`config.mk`:
```
export PLATFORM = sky130hd
export DESIGN_NAME = fetch_stall_controller
export DESIGN_NICKNAME = d
export VERILOG_FILES = /design/src/rtl/fetch_stall_controller_pkg.sv /design/src/rtl/fetch_stall_controller_wait_timer.sv /design/src/rtl/fetch_stall_controller.sv
export SDC_FILE = /design/constraint.sdc
export NUM_CORES = 1
export LEC_CHECK = 0
export CAP_MARGIN = 15
export CORE_AREA = 2 2 39 41
export CTS_BUF_LIST = sky130_fd_sc_hd__clkbuf_16
export DETAILED_ROUTE_END_ITERATION = 10
export DIE_AREA = 0 0 41 43
export GPL_TIMING_DRIVEN = 0
export PLACE_DENSITY_LB_ADDON = 0.2
export SLEW_MARGIN = 25
export SYNTH_ARGS = -nofsm -noshare
export SYNTH_HDL_FRONTEND = slang
export SYNTH_SLANG_ARGS = --single-unit
export TNS_END_PERCENT = 10
```
`constraint.sdc`:
```
create_clock -name clock -period 3.5 [get_ports clock]
set_input_delay 0.35 -clock clock [delete_from_list [all_inputs] [get_ports clock]]
set_output_delay 0.35 -clock clock [all_outputs]
set_load 0.01 [all_outputs]
```
`src/rtl/fetch_stall_controller_pkg.sv`:
```
// Shared types and defaults for the fetch stall controller.
// The FETCH_STALL_PERF_EN macro enables the optional performance counters in the top.
`ifndef FETCH_STALL_CONTROLLER_PKG_SV
`define FETCH_STALL_CONTROLLER_PKG_SV

package fetch_stall_controller_pkg;

    typedef enum logic [1:0] {
        FS_IDLE    = 2'd0,
        FS_FETCH   = 2'd1,
        FS_WAIT    = 2'd2,
        FS_DISCARD = 2'd3
    } fs_state_e;

    localparam int DEFAULT_TIMEOUT = 64;
    localparam int DEFAULT_CNT_W   = 7;

endpackage

`endif

```
`src/rtl/fetch_stall_controller_wait_timer.sv`:
```
// Saturating wait-cycle counter with a sticky timeout flag.
// The flag rises on the edge where the count reaches TIMEOUT and holds until reset.
module fetch_stall_controller_wait_timer
    import fetch_stall_controller_pkg::*;
#(
    parameter int TIMEOUT = DEFAULT_TIMEOUT,
    parameter int CNT_W   = DEFAULT_CNT_W
) (
    input  logic clock,
    input  logic reset,
    input  logic enable,
    input  logic clear,
    output logic timeout
);

    localparam logic [CNT_W-1:0] CNT_MAX   = {CNT_W{1'b1}};
    localparam logic [CNT_W-1:0] CNT_ONE   = {{(CNT_W-1){1'b0}}, 1'b1};
    localparam logic [CNT_W-1:0] CNT_LIMIT = CNT_W'(TIMEOUT);

    logic [CNT_W-1:0] cnt_r;
    logic [CNT_W-1:0] cnt_next_s;
    logic             timeout_r;
    logic             timeout_next_s;

    // Next count (clear wins, saturate at all-ones) and next sticky flag
    always_comb begin
        cnt_next_s     = cnt_r;
        timeout_next_s = timeout_r;
        if (clear) begin
            cnt_next_s = '0;
        end else if (enable && (cnt_r != CNT_MAX)) begin
            cnt_next_s = cnt_r + CNT_ONE;
        end else begin
            cnt_next_s = cnt_r;
        end
        if (enable && !clear && (cnt_next_s >= CNT_LIMIT)) begin
            timeout_next_s = 1'b1;
        end else begin
            timeout_next_s = timeout_r;
        end
    end

    // Counter and flag registers
    always_ff @(posedge clock or posedge reset) begin
        if (reset) begin
            cnt_r     <= '0;
            timeout_r <= 1'b0;
        end else begin
            cnt_r     <= cnt_next_s;
            timeout_r <= timeout_next_s;
        end
    end

    assign timeout = timeout_r;

endmodule

```
`src/rtl/fetch_stall_controller.sv`:
```
// Fetch/F->D stall sequencing around a variable-latency instruction memory.
// Optional macro FETCH_STALL_PERF_EN adds stall_cycles and flush_count outputs.
module fetch_stall_controller
    import fetch_stall_controller_pkg::*;
#(
    parameter int TIMEOUT = DEFAULT_TIMEOUT,
    parameter int CNT_W   = DEFAULT_CNT_W
) (
    input  logic        clock,
    input  logic        reset,
    input  logic        imem_ready,
    input  logic        hazard_stall_D,
    input  logic        pc_src_D,
    output logic        imem_req,
    output logic        StallF,
    output logic        StallD,
    output logic        FlushD,
    output logic        redirect_pending,
    output logic        imem_timeout
`ifdef FETCH_STALL_PERF_EN
    ,
    output logic [31:0] stall_cycles,
    output logic [31:0] flush_count
`endif
);

    fs_state_e state_r;
    fs_state_e next_state_s;
    logic      pending_r;
    logic      pending_next_s;
    logic      req_s;
    logic      stall_s;
    logic      flush_s;
    logic      wait_en_s;

    // Request/stall decode and next state; outputs follow the inputs within the cycle
    always_comb begin
        next_state_s = state_r;
        req_s        = 1'b0;
        stall_s      = 1'b1;
        case (state_r)
            FS_IDLE: begin
                next_state_s = FS_FETCH;
            end
            FS_FETCH: begin
                req_s = 1'b1;
                if (imem_ready) begin
                    stall_s = hazard_stall_D;
                end else begin
                    stall_s      = 1'b1;
                    next_state_s = FS_WAIT;
                end
            end
            FS_WAIT: begin
                req_s = 1'b1;
                if (imem_ready && !pending_r) begin
                    stall_s      = hazard_stall_D;
                    next_state_s = FS_FETCH;
                end else if (imem_ready) begin
                    // Word fetched before the redirect is wrong-path: drop it next cycle
                    stall_s      = 1'b1;
                    next_state_s = FS_DISCARD;
                end else begin
                    stall_s = 1'b1;
                end
            end
            FS_DISCARD: begin
                stall_s      = 1'b0;
                next_state_s = FS_FETCH;
            end
            default: begin
                next_state_s = FS_IDLE;
            end
        endcase
        flush_s = (pc_src_D | pending_r) & ~stall_s;
    end

    // Redirect latch: set while stalled, cleared by the flush it causes
    always_comb begin
        if (flush_s) begin
            pending_next_s = 1'b0;
        end else if (pc_src_D && stall_s) begin
            pending_next_s = 1'b1;
        end else begin
            pending_next_s = pending_r;
        end
    end

    // FSM state and pending redirect registers
    always_ff @(posedge clock or posedge reset) begin
        if (reset) begin
            state_r   <= FS_IDLE;
            pending_r <= 1'b0;
        end else begin
            state_r   <= next_state_s;
            pending_r <= pending_next_s;
        end
    end

    assign wait_en_s = (state_r == FS_WAIT) && !imem_ready;

    fetch_stall_controller_wait_timer #(
        .TIMEOUT (TIMEOUT),
        .CNT_W   (CNT_W)
    ) u_wait_timer (
        .clock   (clock),
        .reset   (reset),
        .enable  (wait_en_s),
        .clear   (!wait_en_s),
        .timeout (imem_timeout)
    );

    assign imem_req         = req_s;
    assign StallF           = stall_s;
    assign StallD           = stall_s;
    assign FlushD           = flush_s;
    assign redirect_pending = pending_r;

`ifdef FETCH_STALL_PERF_EN
    logic [31:0] stall_cycles_r;
    logic [31:0] flush_count_r;

    // Free-running performance counters, wrapping at 2^32
    always_ff @(posedge clock or posedge reset) begin
        if (reset) begin
            stall_cycles_r <= 32'd0;
            flush_count_r  <= 32'd0;
        end else begin
            if (stall_s && (state_r != FS_IDLE)) begin
                stall_cycles_r <= stall_cycles_r + 32'd1;
            end
            if (flush_s) begin
                flush_count_r <= flush_count_r + 32'd1;
            end
        end
    end

    assign stall_cycles = stall_cycles_r;
    assign flush_count  = flush_count_r;
`endif

endmodule
```
# --- Word level (Yosys, flattened, before mapping) ---
# Cells that the tools add are included.
totals:
  register_bits: 11
  in_bits: 5
  wordCells: 39
classes:
  add_sub_neg: 1
  n_lt_le_gt_ge: 1
  n_eq_ne: 6
  muxes: 12
  bitwise: 3
  n_reduce_logical: 12
op_table:
  columns: ["operator", "count"]
  rows:
  - ["$mux W7", 2]
  - ["$add A7 B1 Y7 const B", 1]
  - ["$ge A7 B7 Y1 const B", 1]
  - ["$ne A7 B7 Y1 const B", 1]
  - ["$mux W2", 3]
  - ["$pmux W2 S3", 1]
  - ["$logic_and A1 B1 Y1", 5]
  - ["$mux W1", 5]
  - ["$eq A2 B2 Y1 const B", 2]
  - ["$reduce_or A2 Y1", 2]
  - ["$ne A3 B3 Y1 const B", 1]
  - ["$pmux W1 S3", 1]
  - ["$eq A2 B1 Y1 const B", 1]
  - ["$logic_not A1 Y1", 2]
  - ["$logic_not A2 Y1", 1]
  - ["$ne A2 B2 Y1 const B", 1]
  - ["$reduce_and A2 Y1", 1]
  - ["$reduce_bool A2 Y1", 1]
  - ["$and A1 B1 Y1", 1]
  - ["$not A1 Y1", 1]
  - ["$or A1 B1 Y1", 1]

# --- Longest topological paths before layout ---
# Gate-level depths: netlist of the first run.
logic_depth:
  depth_word: 7
  depth_mapped: 6
  depth_no_buf: 5

# --- Hierarchy ---
# A second synthesis of the first run with hierarchy kept.
hier_totals:
  cells_unflattened: 65
  area_unflattened_um2: 651.9
modules_own_cells:
  columns: ["module", "instances", "cells_per_inst", "area_per_inst_um2", "seq_area_each_um2"]
  rows:
  - ["fetch_stall_controller_wait_timer", 1, 40, 416.6, 200.2]
  - ["fetch_stall_controller", 1, 25, 235.2, 75.1]

# --- Worst setup path before layout of the first run ---
# Ideal clock, no wire load.
synth_timing:
  kind: "reg2out"
  start: "reg state_r[0]"
  end: "out StallF"
  t_arrival_ns: 1.300
  path_slack_ns: 1.850
  path_stages_with_launch: 7
  path_cell_list: "dfrtp_1 > inv_1 > ha_1 > nand2_1 > a31oi_1 > or2_2 > buf_4"
synth_between:
  elab_chain_len: 2
synth_rtl:
  columns: ["item", "line", "text"]
  rows:
  - ["start: declaration", "fetch_stall_controller.sv:27", "fs_state_e state_r;"]
  - ["start signal: assignment", "fetch_stall_controller.sv:95", "state_r <= next_state_s;"]
  - ["$eq A2 B2 Y1 / $eq A2 B1 Y1 (equally long branches)", "fetch_stall_controller.sv:41", "case (state_r)"]
  - ["$pmux W1 S3 (*)", "fetch_stall_controller.sv:41", null]
  - ["end: declaration", "fetch_stall_controller.sv:15", "output logic StallF,"]
# Every way passes the cells marked *; elsewhere a longest branch is shown, timed or not.

# --- Worst setup path in the final report of the first run ---
# Ends and elaborated chain as after synthesis.

==> results of run 1 <==
==> metrics by stage <==
step                worst slack (ps)  power (mW)
floorplan                       1850       0.287
global placement                1200       0.385
detailed placement              1200       0.389
CTS                             1010       0.597
global route                     865       0.629
finish                          1020       0.589
==> state kept, by name (all words and copies together) (netlist names) <==
name	cells
state_r	2
u_wait_timer.cnt_r	7
redirect_pending	1
u_wait_timer.timeout	1
==> worst register-to-register path, stage by stage (launching register included) <==
cell     delay (ps)
dfrtp_1         390
inv_1           100
ha_1            270
and2b_1         280
o21ai_0         120
a31oi_1         160
==> per-layer routing <==
layer | global-route usage | vias to the layer above | share of wire
met3 | 0.0628 | 5 | 0.047
met5 | 0 | - | 0
met1 | 0.220 | 222 | 0.42
li1 | - | 245 | -
met4 | 0.160 | 0 | 0.041
met2 | 0.281 | 13 | 0.49
==> worst max path at each step <==
stage	startpoint	end
CTS	state_r[0]$_DFFE_PP0P_	StallF
finish	state_r[0]$_DFFE_PP0P_	StallF
global route	state_r[0]$_DFFE_PP0P_	StallF
detailed placement	imem_ready	StallF
floorplan	state_r[0]$_DFFE_PP0P_	StallF
global placement	imem_ready	StallF
==> area by class of cell <==
class	instances	area, sq um	share of cell area
Timing Repair Buffer	10	100	0.126
Tap cell	16	20.0	0.0251
Clock inverter	1	3.75	0.00471
Clock buffer	3	75.1	0.0942
Multi-Input combinational cell	43	300	0.377
Sequential cell	11	275	0.345
Buffer	1	7.51	0.00942
Inverter	4	15.0	0.0188
==> kinds of logic after synthesis <==
| kind of cell | Yosys count | synth area share |
|---|---|---|
| compound gates | 19 | 0.218 |
| fa+ha+maj | 4 | 0.0837 |
| buf+inv | 5 | 0.0377 |
| flops | 11 | 0.460 |
| simple gates | 20 | 0.201 |
==> cells in the mapped netlist (2+ instances only) <==
cell / count / share of area
dfrtp_1: 11 / 0.46
a31oi_1: 5 / 0.052
ha_1: 4 / 0.084
inv_1: 4 / 0.025
nor2_1: 4 / 0.025
o21ai_0: 4 / 0.033
nand2_1: 3 / 0.019
a211oi_2: 2 / 0.042
nand3_2: 2 / 0.033
nor3_1: 2 / 0.017
o211ai_1: 2 / 0.025
o21ai_1: 2 / 0.017
==> where the power goes <==
part / internal, mW / switching (mW) / total [mW]
combinational: 0.123 / 0.0972 / 0.220
sequential: 0.146 / 0.0182 / 0.164
clock: 0.150 / 0.0548 / 0.205
total: 0.419 / 0.170 / 0.589
==> impl_summary.log, run 1 <==
[metrics] dpl cell area: between 700 and 800 sq um
[metrics] Relative slew margins: 0.729
[metrics] CP required: 3150 ps
[metrics] maximum number of pins on one net before global-route repair: 12
[metrics] Mean Syn Cell Area: roughly 10 sq um
[metrics] EDFF count, synth: 0
[metrics] commonest non-fill, non-tap cell in the layout: dfrtp_1
[metrics] clk root buf: clkbuf_16
[metrics] layout overhead on the synthesized area: 33.3%
[metrics] maximum net fanout on the critical path: 7
[metrics] detailed-router iteration count before antenna repair: 2
[metrics] I/O pin total: 11
[metrics] nature of the critical path endpoint: primary output
[metrics] number of input and output port buffers inserted: 10
[metrics] CP Launch Type: register
[metrics] number of standard cells after synthesis: 59
[metrics] leakage power total: 0.351 nW
[metrics] number of nets with antenna violations after routing: 0
[metrics] period utilization: 0.708
[metrics] distinct cell type count after synthesis: 26
[metrics] number of placed instances with taps included: between 80 and 90
[metrics] Cell Area, Synth: roughly 600 sq um
[metrics] total congestion overflow after global routing: 0
[metrics] cell with the largest stage delay on the worst path: clkdlybuf4s50_1
[metrics] slew of the pin with the lowest slew margin: 406 ps
[metrics] worst hold margin: a little under 400 ps
[metrics] source of the worst register-to-register timing path: state_r[0]$_DFFE_PP0P_
[metrics] die height: 43 um
[metrics] Post-Layout Cell Count: 89
[metrics] post-synthesis sequential area ratio: 0.460
[metrics] Final min period: ~2500 ps
[metrics] number of sinks on the clock net: 11
[metrics] share of synthesized registers carrying an async set or reset: 1.00
[metrics] post-detailed-route via-to-cell ratio: around 5.4
[metrics] summed negative setup slack over all endpoints: 0 ps
[metrics] chain of cells forming the critical path: inv_1 > ha_1 > nand2_1 > a31oi_1 > or2_2 > buf_4 > clkdlybuf4s50_1
[metrics] setup slack on the worst flop-to-flop path: approximately 2100 ps
[metrics] final count of negative-setup-slack endpoints: 0
[metrics] number of CTS-inserted buffers: 3
[metrics] summed area of non-filler cells in the final layout: roughly 800 sq um
[metrics] most frequent cells in the layout: dfrtp_1 (11), clkdlybuf4s50_1 (10), a31oi_1 (5), inv_1 (5)
[metrics] kind of path behind the tightest hold check: input pin to asynchronous set/reset pin
[metrics] Final Wtd Congestion: about 0.68
[metrics] die outline width: 41 um
[metrics] Die Outline Area: between 0.0015 and 0.002 sq mm
[metrics] placeable core region: about 0.0014 sq mm
[metrics] Cell Rows: 14
[metrics] post-route core utilization: 0.576
[metrics] number of vias after detailed routing: 485
[metrics] setup repair after global routing missed its margin: false
[metrics] final hold violation count: 0
[metrics] starting utilization of the core area: 0.432
[metrics] top_reg_cell synth: dfrtp_1
[metrics] IR Drop Worst-Case VDD: ~0.43 mV
[metrics] number of DRC markers after the initial detailed-route iteration: 3
[metrics] overall global routing resource usage: 0.195
[metrics] post-route DRC violation count: 0
[metrics] status: finished clean
[metrics] path length in cells of the critical path: 7
[metrics] data arrival at the endpoint of the critical path: around 2100 ps
[metrics] wire length of the first global-routing pass: about 2.1 mm
[metrics] depth of the worst register-to-register path: 5
[metrics] CTS H-tree lvls: 1
[metrics] Yosys warning count: 0
[metrics] clock latency of the later-clocked register in the worst-skew pair: around 240 ps
[metrics] number of pins exceeding their max-slew limit in the final report: 0
[metrics] Synthesized Nets: 68
[metrics] slowest cell delay on critical path: approximately 530 ps
[metrics] Bufs on Longest Clock Path: 2
[metrics] initial antenna violation count: 0
[metrics] final clock skew: around 0.8 ps
[metrics] post-DP HPWL: between 800 and 900 um
[metrics] Final Routed Wirelength: between 1 and 1.5 mm
[metrics] fraction of final layout cells sized beyond drive strength 1: 0.151
[metrics] clock tree from TritonCTS: built
[metrics] post-layout net count: 83
[metrics] Antenna diodes: 0
[metrics] endpoint of the most critical register-to-register path: u_wait_timer.cnt_r[2]$_DFF_PP0_
[metrics] Post-CTS Repair Setup Buffers: 0
[metrics] kind of cell with the highest combined delay on the critical path: buffers and inverters
[metrics] cts-stage hold buffer count: 0
[metrics] max capacitance violation total: 0
[metrics] number of filler instances in the final layout: 121
[metrics] highest clock frequency the design can meet: 403 MHz
[metrics] Resized cells post-CTS: 0
[metrics] clock-pin slew on the worst setup and hold paths: 40 ps
[metrics] WP buf/inv: 3
[metrics] register bit total from synthesis: 11
[metrics] Power Dens Cells: 739 mW/mm^2
[metrics] class of the most critical setup path: register to primary output
[metrics] mean routed wirelength per cell: ~13 um
[metrics] via count of the first global-routing pass: around 490
(Power assumes the default switching activity.)
==> inputs of run 2 (changes only) <==
- clock period: 3.5 -> 2.4 ns (I/O delays scaled with it)
==> run 2 against run 1 <==
  * Register-to-register slack got worse by 1000 ps
  * Clock power rose by 46%
  * Largest power group unchanged
  * Core utilization is 1.4 points higher
  * Sequential cell count is the same
  * Combinational power up 53%
  * Final cell count is the same
  * Global-route usage unchanged
  * Wire length increased by 1.9%
  * Worst hold slack lost 110 ps
  * Die area stayed put
  * Via count is 1.6% higher
  * Non-clock buffer count unchanged
==> impl_summary.log, run 2 (synthesis results as in run 1) <==
[metrics] placeable core region: ~0.0014 sq mm
[metrics] number of vias after detailed routing: roughly 490
[metrics] most frequent cells in the layout: dfrtp_1 (11), clkdlybuf4s50_1 (10), inv_1 (5)
[metrics] period utilization: 0.965
[metrics] power spent charging and discharging nets: 0.260 mW
[metrics] Flop pwr share: 0.276
[metrics] slew of the pin with the lowest slew margin: ~400 ps
[metrics] number of sinks on the clock net: 11
[metrics] total congestion overflow after global routing: 0
[metrics] Switching Fraction: 0.296
[metrics] number of nets with antenna violations after routing: 0
[metrics] WP buf/inv: 3
[metrics] leakage power total: around 0.35 nW
[metrics] overall global routing resource usage: 0.195
[metrics] chain of cells forming the critical path: inv_1 > ha_1 > nor2_1 > a31oi_2 > or2_2 > buf_4 > clkdlybuf4s50_1
[metrics] number of flip-flops in the largest register: 7
[metrics] path length in cells of the critical path: 7
[metrics] CTS H-tree lvls: 1
[metrics] highest clock frequency the design can meet: approximately 430 MHz
[metrics] power share of the combinational group: 0.384
[metrics] detailed-router iteration count before antenna repair: 3
[metrics] Final min period: around 2300 ps
[metrics] CP required: around 2200 ps
[metrics] Cell Rows: 14
[metrics] number of DRC markers after the initial detailed-route iteration: 7
[metrics] starting utilization of the core area: 0.432
[metrics] relative contribution of the clock network to total power: 0.340
[metrics] number of input and output port buffers inserted: 10
[metrics] clk root buf: clkbuf_16
[metrics] register with the most flip-flops: u_wait_timer.cnt_r
[metrics] die outline width: 41 um
[metrics] number of filler instances in the final layout: about 120
[metrics] kind of path behind the tightest hold check: input pin to asynchronous set/reset pin
[metrics] post-route core utilization: 0.590
[metrics] clock-pin slew on the worst setup and hold paths: 40 ps
[metrics] commonest non-fill, non-tap cell in the layout: dfrtp_1
[metrics] I/O pin total: 11
[metrics] post-route DRC violation count: 0
[metrics] data arrival at the endpoint of the critical path: just over 2000 ps
[metrics] kind of cell with the highest combined delay on the critical path: buffers and inverters
[metrics] Bufs on Longest Clock Path: 2
[metrics] via count of the first global-routing pass: a little under 500
[metrics] wire length of the first global-routing pass: about 2.1 mm
[metrics] Final Routed Wirelength: ~1.2 mm
[metrics] die height: about 43 um
[metrics] initial antenna violation count: 0
[metrics] fraction of final layout cells sized beyond drive strength 1: 0.178
[metrics] IR Drop Worst-Case VDD: 0.668 mV
[metrics] CP Launch Type: register
[metrics] Antenna diodes: 0
[metrics] summed negative setup slack over all endpoints: 0 ps
[metrics] clock tree from TritonCTS: built
[metrics] post-detailed-route via-to-cell ratio: ~5.5
[metrics] final hold violation count: 0
[metrics] final clock skew: between 0.9 and 1 ps
[metrics] post-layout net count: 83
[metrics] nature of the critical path endpoint: primary output
[metrics] total chip power: 0.879 mW
[metrics] maximum number of pins on one net before global-route repair: 12
[metrics] clock latency of the later-clocked register in the worst-skew pair: 240 ps
[metrics] class of the most critical setup path: register to primary output
[metrics] number of pins exceeding their max-slew limit in the final report: 0
[metrics] maximum net fanout on the critical path: 5
[metrics] cts-stage hold buffer count: 0
[metrics] layout overhead on the synthesized area: 36.4%
[metrics] number of placed instances with taps included: between 80 and 90
[metrics] internal power: approximately 0.62 mW
[metrics] Post-Layout Cell Count: slightly below 90
[metrics] depth of the worst register-to-register path: 5
[metrics] status: finished clean
[metrics] source of the worst register-to-register timing path: state_r[0]$_DFFE_PP0P_
[metrics] Final Wtd Congestion: about 0.68
[metrics] Power Dens Cells: ~1100 mW/mm^2
[metrics] post-DP HPWL: between 800 and 900 um
[metrics] launch point of the worst path: state_r[1]$_DFFE_PP0P_
[metrics] Post-CTS Repair Setup Buffers: 0
[metrics] mean routed wirelength per cell: between 10 and 15 um
[metrics] slowest cell delay on critical path: 470 ps
[metrics] max capacitance violation total: 0
[metrics] worst hold margin: between 200 and 300 ps
[metrics] largest registers ranked by flip-flop count: u_wait_timer.cnt_r (7), state_r (2)
[metrics] Die Outline Area: around 0.0018 sq mm
[metrics] number of CTS-inserted buffers: 3
[metrics] cell with the largest stage delay on the worst path: clkdlybuf4s50_1
[metrics] Relative slew margins: 0.729
[metrics] final count of negative-setup-slack endpoints: 0
run 2: cell types whose count changed in the layout (fill, tap and decap cells not counted):
| cell | before | now |
|---|---|---|
| a31oi_1 | 5 | 4 |
| ha_4 | 0 | 1 |
| a31oi_2 | 0 | 1 |
| ha_1 | 4 | 3 |
run 2: worst register-to-register path: stages (launching register included):
cell,delay [ps]
dfrtp_1,390
inv_1,140
ha_4,180
and2b_1,250
o21ai_0,120
a31oi_1,160
run 2: final timing paths:
check	slack (ps)	endpoint
worst min register to register	480	u_wait_timer.timeout$_DFFE_PP0P_
worst max register to register	1070	u_wait_timer.cnt_r[2]$_DFF_PP0_
max in group asynchronous	1830	u_wait_timer.cnt_r[3]$_DFF_PP0_
min in group clock	480	u_wait_timer.timeout$_DFFE_PP0P_
worst min-delay path	290	u_wait_timer.timeout$_DFFE_PP0P_
worst max-delay path	90	StallF
run 2: power groups by stage:
stage,Combinational (mW),Clock (mW),Sequential [mW]
2_1_floorplan,0.180,0,0.238
3_3_place_gp,0.320,0,0.241
3_5_place_dp,0.329,0,0.239
4_1_cts,0.327,0.305,0.239
5_1_grt,0.370,0.318,0.246
6_report,0.337,0.299,0.243
run 2: what timing repair did:
action | CTS | global route
hold endpoints to repair | 0 | 0
setup endpoints to repair | 0 | 2
gates resized for setup | 0 | 3
run 2: cell type report:
cell class / instances / area, sq um / share of cell area
Clock buffer: 3 / 75.1 / 0.0920
Timing Repair Buffer: 10 / 100 / 0.123
Clock inverter: 1 / 3.75 / 0.00460
Sequential cell: 11 / 275 / 0.337
Buffer: 1 / 7.51 / 0.00920
Tap cell: 16 / 20.0 / 0.0245
Multi-Input combinational cell: 43 / 319 / 0.391
Inverter: 4 / 15.0 / 0.0184
run 2: per-stage QoR:
step / worst slack (ps) / cell area (sq um)
2_1_floorplan: 860 / 598
3_3_place_gp: 299 / 718
3_5_place_dp: 286 / 718
4_1_cts: 17.1 / 797
5_1_grt: -1.49 / 816
6_report: 85.1 / 816
run 2: layer usage:
layer / track usage / vias up / routed length [um]
li1: - / 244 / -
met1: 0.220 / 231 / 498
met2: 0.281 / 13 / 601
met3: 0.0628 / 5 / 56
met4: 0.160 / 0 / 48
met5: 0 / - / 0
